`config.mk`:
```
export PLATFORM = sky130hd
export DESIGN_NAME = neuron_step_sequencer
export DESIGN_NICKNAME = d
export VERILOG_FILES = /design/src/rtl/neuron_step_sequencer.sv
export SDC_FILE = /design/constraint.sdc
export NUM_CORES = 1
export LEC_CHECK = 0
export ABC_AREA = 1
export CAP_MARGIN = 15
export CORE_UTILIZATION = 40
export DETAILED_ROUTE_END_ITERATION = 8
export MAX_ROUTING_LAYER = met4
export PLACE_DENSITY = 0.67
export SKIP_CTS_REPAIR_TIMING = 1
export SLEW_MARGIN = 10
export SYNTH_ARGS = -nofsm -noshare
export SYNTH_HDL_FRONTEND = slang
export SYNTH_SLANG_ARGS = --single-unit
```
`constraint.sdc`:
```
create_clock -name clk -period 2 [get_ports clk]
set_input_delay 0.4 -clock clk [delete_from_list [all_inputs] [get_ports clk]]
set_output_delay 0.4 -clock clk [all_outputs]
set_load 0.01 [all_outputs]
```
`src/rtl/neuron_step_sequencer.sv`:
```
// Step sequencer for a bank of neuron cores: strobes the enabled cores, waits for them
// to go idle, then streams the captured spike flags out as indexed events.
//
// state | meaning
// IDLE  | waiting for step_start / reset_all
// ISSUE | one-cycle update or reset strobe to the latched mask
// ARM   | settle cycle, cores raise busy one cycle after the strobe
// WAIT  | wait for masked cores idle, or give up after TIMEOUT cycles
// SCAN  | walk spike vector, emit one event per set bit
// DONE  | publish spike_count, pulse step_done
module neuron_step_sequencer #(
    parameter int NUM_NEURONS = 8,
    parameter int IDX_W       = 3,
    parameter int TIMEOUT     = 64
) (
    input  logic                   clk,
    input  logic                   rst,
    input  logic                   step_start,
    input  logic                   reset_all,
    input  logic [NUM_NEURONS-1:0] enable_mask,
    output logic [NUM_NEURONS-1:0] core_start_update,
    output logic [NUM_NEURONS-1:0] core_start_reset,
    input  logic [NUM_NEURONS-1:0] core_busy,
    input  logic [NUM_NEURONS-1:0] core_spike,
    output logic                   spike_valid,
    input  logic                   spike_ready,
    output logic [IDX_W-1:0]       spike_id,
    output logic [IDX_W:0]         spike_count,
    output logic                   step_done,
    output logic                   busy,
    output logic                   timeout_err,
    output logic                   step_overrun
);
    localparam int CNT_W = $clog2(TIMEOUT + 1);

    typedef enum logic [2:0] {IDLE, ISSUE, ARM, WAIT, SCAN, DONE} state_t;

    state_t                 state, state_nxt;
    logic [NUM_NEURONS-1:0] mask_q;
    logic [NUM_NEURONS-1:0] spk_vec;
    logic                   cmd_is_reset;
    logic [CNT_W-1:0]       tmo_cnt;
    logic [IDX_W-1:0]       idx;
    logic [IDX_W:0]         run_cnt;
    logic [IDX_W:0]         spike_count_q;
    logic                   all_idle;
    logic                   tmo_hit;
    logic                   cur_spk;
    logic                   idx_last;

    assign all_idle = (core_busy & mask_q) == '0;
    assign tmo_hit  = tmo_cnt == CNT_W'(TIMEOUT - 1);
    assign cur_spk  = spk_vec[idx];
    assign idx_last = idx == IDX_W'(NUM_NEURONS - 1);

    always_ff @(posedge clk) begin
        if (rst) begin
            state         <= IDLE;
            mask_q        <= '0;
            spk_vec       <= '0;
            cmd_is_reset  <= 1'b0;
            tmo_cnt       <= '0;
            idx           <= '0;
            run_cnt       <= '0;
            spike_count_q <= '0;
            timeout_err   <= 1'b0;
            step_overrun  <= 1'b0;
        end else begin
            state <= state_nxt;
            if (state != IDLE && (step_start || reset_all))
                step_overrun <= 1'b1;
            case (state)
                IDLE: begin
                    // reset_all takes priority over a simultaneous step_start
                    if (reset_all) begin
                        mask_q       <= enable_mask;
                        cmd_is_reset <= 1'b1;
                    end else if (step_start) begin
                        mask_q       <= enable_mask;
                        cmd_is_reset <= 1'b0;
                    end
                end
                ISSUE: begin
                    tmo_cnt <= '0;
                    idx     <= '0;
                end
                WAIT: begin
                    if (all_idle) begin
                        spk_vec <= core_spike & mask_q;
                    end else if (tmo_hit) begin
                        timeout_err <= 1'b1;
                        spk_vec     <= core_spike & mask_q & ~core_busy;
                    end else begin
                        tmo_cnt <= tmo_cnt + 1'b1;
                    end
                end
                SCAN: begin
                    if (cur_spk && spike_ready)
                        run_cnt <= run_cnt + 1'b1;
                    if (!cur_spk || spike_ready)
                        idx <= idx + 1'b1;
                end
                DONE: begin
                    spike_count_q <= run_cnt;
                    run_cnt       <= '0;
                end
                default: ;
            endcase
        end
    end

    always_comb begin
        state_nxt         = state;
        core_start_update = '0;
        core_start_reset  = '0;
        spike_valid       = 1'b0;
        step_done         = 1'b0;
        case (state)
            IDLE:  if (reset_all || step_start) state_nxt = ISSUE;
            ISSUE: begin
                if (cmd_is_reset) core_start_reset  = mask_q;
                else              core_start_update = mask_q;
                state_nxt = ARM;
            end
            ARM:   state_nxt = WAIT;
            WAIT:  if (all_idle || tmo_hit) state_nxt = cmd_is_reset ? IDLE : SCAN;
            SCAN: begin
                spike_valid = cur_spk;
                if ((!cur_spk || spike_ready) && idx_last) state_nxt = DONE;
            end
            DONE: begin
                step_done = 1'b1;
                state_nxt = IDLE;
            end
            default: state_nxt = IDLE;
        endcase
    end

    assign spike_id    = spike_valid ? idx : '0;
    assign spike_count = (state == DONE) ? run_cnt : spike_count_q;
    assign busy        = state != IDLE;
endmodule

```
==> impl_summary.txt <==
----------------------------------------------------
[Timing]
  Final clock period utilization by the worst path ... 1.05
  Hold Vio Cnt, Final ... 0
  Final Slew Violations ... 0
  Post-route clock skew ... 15.0 ps
  Headroom to the max-slew limit ... 0.738
  Final setup violation count ... 3
  Fin worst setup slack ... -91.7 ps
  Actual slew at the worst max-slew pin ... around 390 ps
  Max frequency ... 0.478 GHz
  Worst Hold Slack ... 453 ps
  Setup repair after global routing missed its margin ... true
  Min cycle time layout ... approximately 2100 ps

[Critical path]
  Crit path max-delay cell type ... sky130_fd_sc_hd__dfxtp_4
  Worst r2r dst ... tmo_cnt[2]
  Crit path buf inv count ... 5
  FF-to-FF Start ... state[0]
  Data required time at the worst endpoint ... 1600 ps
  Critical path capture point type ... primary output
  R2r worst-path depth ... 10
  Arrival time of the worst setup path ... 1690 ps
  Crit-path leading delay family ... buffers and inverters
  CP Class ... flop to primary output
  Flop2flop setup slack ... about 200 ps
  Most common cell type on the critical path ... sky130_fd_sc_hd__buf_6
  Critical Path Source Type ... flop
  Worst-path cell chain ... inv_4, nor3_4, clkinvlp_4, buf_6, buf_6, nor3_2, buf_2
  Worst Path Max Fanout ... 4
  Critical path's largest stage delay ... 380 ps

[Power and ir drop]
  Total design power ... 0.00291 W
  Total power per unit cell area ... a little over 900 mW/mm^2
  Leak ... 1.44 nW
  Psw ... between 0.0009 and 0.001 W
  Switching power as a share of total power ... 0.333
  Proportion of power drawn by the clock network ... 0.314
  Part of the power in registers ... 0.344
  Max VDD drop ... between 0.5 and 0.6 mV
  Internal Dissipation ... slightly below 0.002 W
  Portion of total power attributed to combinational logic ... 0.342

[Global route]
  Number of antenna violations at the first check in global routing ... 0
  First-pass GRT wire length ... 8.76 mm
  Number of global-route vias before repair ... 2014
  GRT overflow ... 0
  Largest net degree at the start of global routing ... 20
  GRT Resource Usage Total ... 0.190

[Final layout]
  Top library cells by usage in the layout, fill and taps aside ... sky130_fd_sc_hd__nand2_1, sky130_fd_sc_hd__dfxtp_1, sky130_fd_sc_hd__inv_1, sky130_fd_sc_hd__nor2_1, sky130_fd_sc_hd__clkdlybuf4s50_1
  Most common cell after layout, fill and taps aside ... sky130_fd_sc_hd__nand2_1
  Antenna cell count ... 0
  Total number of nets in the final design ... 424
  Share of layout cells above drive strength 1 ... 0.278
  Signed area change from the synthesized netlist to the final layout ... 43.5%
  Number of inserted filler cells in the final layout ... 502

[Worst hold path]
  Count of cells along the worst hold path ... 2
  Hold Crit Start ... spk_vec[0]
  End point of the worst hold path ... spk_vec[0]
  Min-Delay Path Class ... flop to flop

[Synth]
  Synthesized instance count ... 316
  Synth async-reset ratio ... 0
  Warnings from Yosys ... 0
  Number of enable-type register cells in the synthesized netlist ... 0
  Distinct cells, synth ... 34
  Most instantiated flip-flop cell in the synthesis netlist ... sky130_fd_sc_hd__dfxtp_1
  Register bit total from synthesis ... 40
  Cell area after technology mapping ... about 0.0022 mm^2
  Syn_nets ... 349
  Post-synthesis sequential area ratio ... 0.361
  Mapped Avg Cell Area ... 7.01 um^2

[Clock network]
  Number of H-tree branching levels ... 2
  CTS sink count ... 40
  Number of buffers inserted during clock tree synthesis ... 5
  Cell at the root of the clock tree ... sky130_fd_sc_hd__clkbuf_8
  Latest clock arrival within the worst-skew pair ... 300 ps
  Clock tree from TritonCTS ... built
  Maximum number of buffers from clock root to sink ... 2
  Clock transition at the registers of the reported paths ... roughly 90 ps

[Routing]
  Number of design-rule violations left by the first detailed-router iteration ... 68
  Number of iterations in the first detailed-routing pass ... 4
  Final routed wirelength across all metal layers ... 5.54 mm
  Detailed-route DRC error count ... 0
  Vias per inst ... 4.79
  Vias post-DR ... around 2200
  Average wire per cell in the routed design ... 12.0 um
  Remaining number of nets flagged by the antenna check after routing ... 0

[Placement]
  Pre-CTS worst setup slack ... 10.4 ps
  Detailed placer's ending HPWL ... 3.83 mm
  Number of buffers added on ports ... 56
  Routability-driven placement congestion ratio ... 0.816

[Floorplanning]
  Die Area ... approximately 0.0058 mm^2
  Row Count ... 26
  Floorplan die width ... 76.4 um
  I/O pin total ... 57
  DIE HEIGHT ... 76.4 um
  Core Footprint ... 0.00520 mm^2
  Initial Utilization ... 0.426

[Run status]
  Run status ... complete, but fails checks
  Violated checks ... setup timing

[Flow run]
  Max Cap Violations ... 0

----------------------------------------------------
[final cells by class]
| cell class | instances | area (um^2) | area share |
|---|---|---|---|
| clock buffer | 5 | 68.8 | 0.0216 |
| multi-input combinational | 217 | 1260 | 0.397 |
| timing repair inverter | 1 | 7.51 | 0.00236 |
| inverter | 48 | 190 | 0.0598 |
| clock inverter | 3 | 90.1 | 0.0283 |
| sequential | 40 | 811 | 0.255 |
| tap | 70 | 87.6 | 0.0275 |
| timing repair buffer | 78 | 663 | 0.208 |
[state kept, by name, indices dropped and copies added, names as in the netlist]
| signal | count |
|---|---|
| run_cnt | 4 |
| spk_vec | 8 |
| timeout_err | 1 |
| step_overrun | 1 |
| state | 3 |
| tmo_cnt | 7 |
| spike_count_q | 4 |
| cmd_is_reset | 1 |
| idx | 3 |
| mask_q | 8 |
[cells in the mapped netlist (3+ instances only)]
cell type	number	area, um^2
sky130_fd_sc_hd__inv_1	37	139
sky130_fd_sc_hd__dfxtp_1	40	801
sky130_fd_sc_hd__xor2_1	5	43.8
sky130_fd_sc_hd__o21ai_1	11	55.1
sky130_fd_sc_hd__clkbuf_1	5	18.8
sky130_fd_sc_hd__ha_1	4	50.1
sky130_fd_sc_hd__a21oi_1	19	95.1
sky130_fd_sc_hd__nand2_1	60	225
sky130_fd_sc_hd__nand3_1	16	80.1
sky130_fd_sc_hd__a21oi_2	13	114
sky130_fd_sc_hd__nor2_1	35	131
sky130_fd_sc_hd__a22oi_1	3	22.5
sky130_fd_sc_hd__nor3_1	21	105
sky130_fd_sc_hd__nand3_2	3	30.0
sky130_fd_sc_hd__inv_2	8	30.0
sky130_fd_sc_hd__or2_1	4	25.0
sky130_fd_sc_hd__o21ai_0	6	30.0
sky130_fd_sc_hd__buf_2	3	15.0
sky130_fd_sc_hd__a211oi_1	4	30.0
[stage by stage]
step	instances	util	setup TNS, ps	instance area, um^2
3_3_place_gp	445	0.558	0	2910
2_1_floorplan	316	-	0	2220
5_1_grt	462	0.611	-856	3180
4_1_cts	453	0.589	-7550	3060
3_5_place_dp	445	0.558	0	2910
6_report	462	0.611	-249	3180
[routing by layer]
metal | vias to the layer above | track usage | routed length [um]
met5 | - | - | 0
met4 | 0 | 0.0692 | 89
met3 | 9 | 0.0419 | 253
met2 | 51 | 0.299 | 2560
met1 | 990 | 0.238 | 2640
li1 | 1163 | - | -
[how the worst max path moves through the flow]
stage,start,endpoint,slack [ps],cells past startpoint
after floorplan,state[0],core_start_reset[0],480,5
final,state[0],core_start_reset[6],-90,7
after global placement,state[2],spike_count[2],30,7
after global routing,state[0],core_start_reset[6],-190,7
after detailed placement,state[0],core_start_reset[5],10,5
after CTS,state[0],core_start_reset[5],-350,5
[power groups by stage]
stage,Clock (W),Sequential [W],Combinational (W)
global placement,0,0.00100,0.000866
floorplan,0,0.000988,0.000602
finish,0.000913,0.00100,0.000997
global route,0.000972,0.00102,0.00110
CTS,0.000933,0.000988,0.000891
detailed placement,0,0.00101,0.000879
[kinds of logic after synthesis]
kind of cell,count (synthesis),share of synthesized area
DFF,40,0.361
AOI/OAI and AO/OA,58,0.166
and+or+nand+nor,150,0.318
adders and majority gates,4,0.0226
buffers and inverters,59,0.112
xor gates and xnor gates,5,0.0198
[tightest hold or removal path, stage by stage (launching register included)]
cell                      delay (ps)
sky130_fd_sc_hd__dfxtp_1         300
sky130_fd_sc_hd__inv_1            60
sky130_fd_sc_hd__a21oi_1          50
No activity file was read; power rests on OpenSTA's default activity.
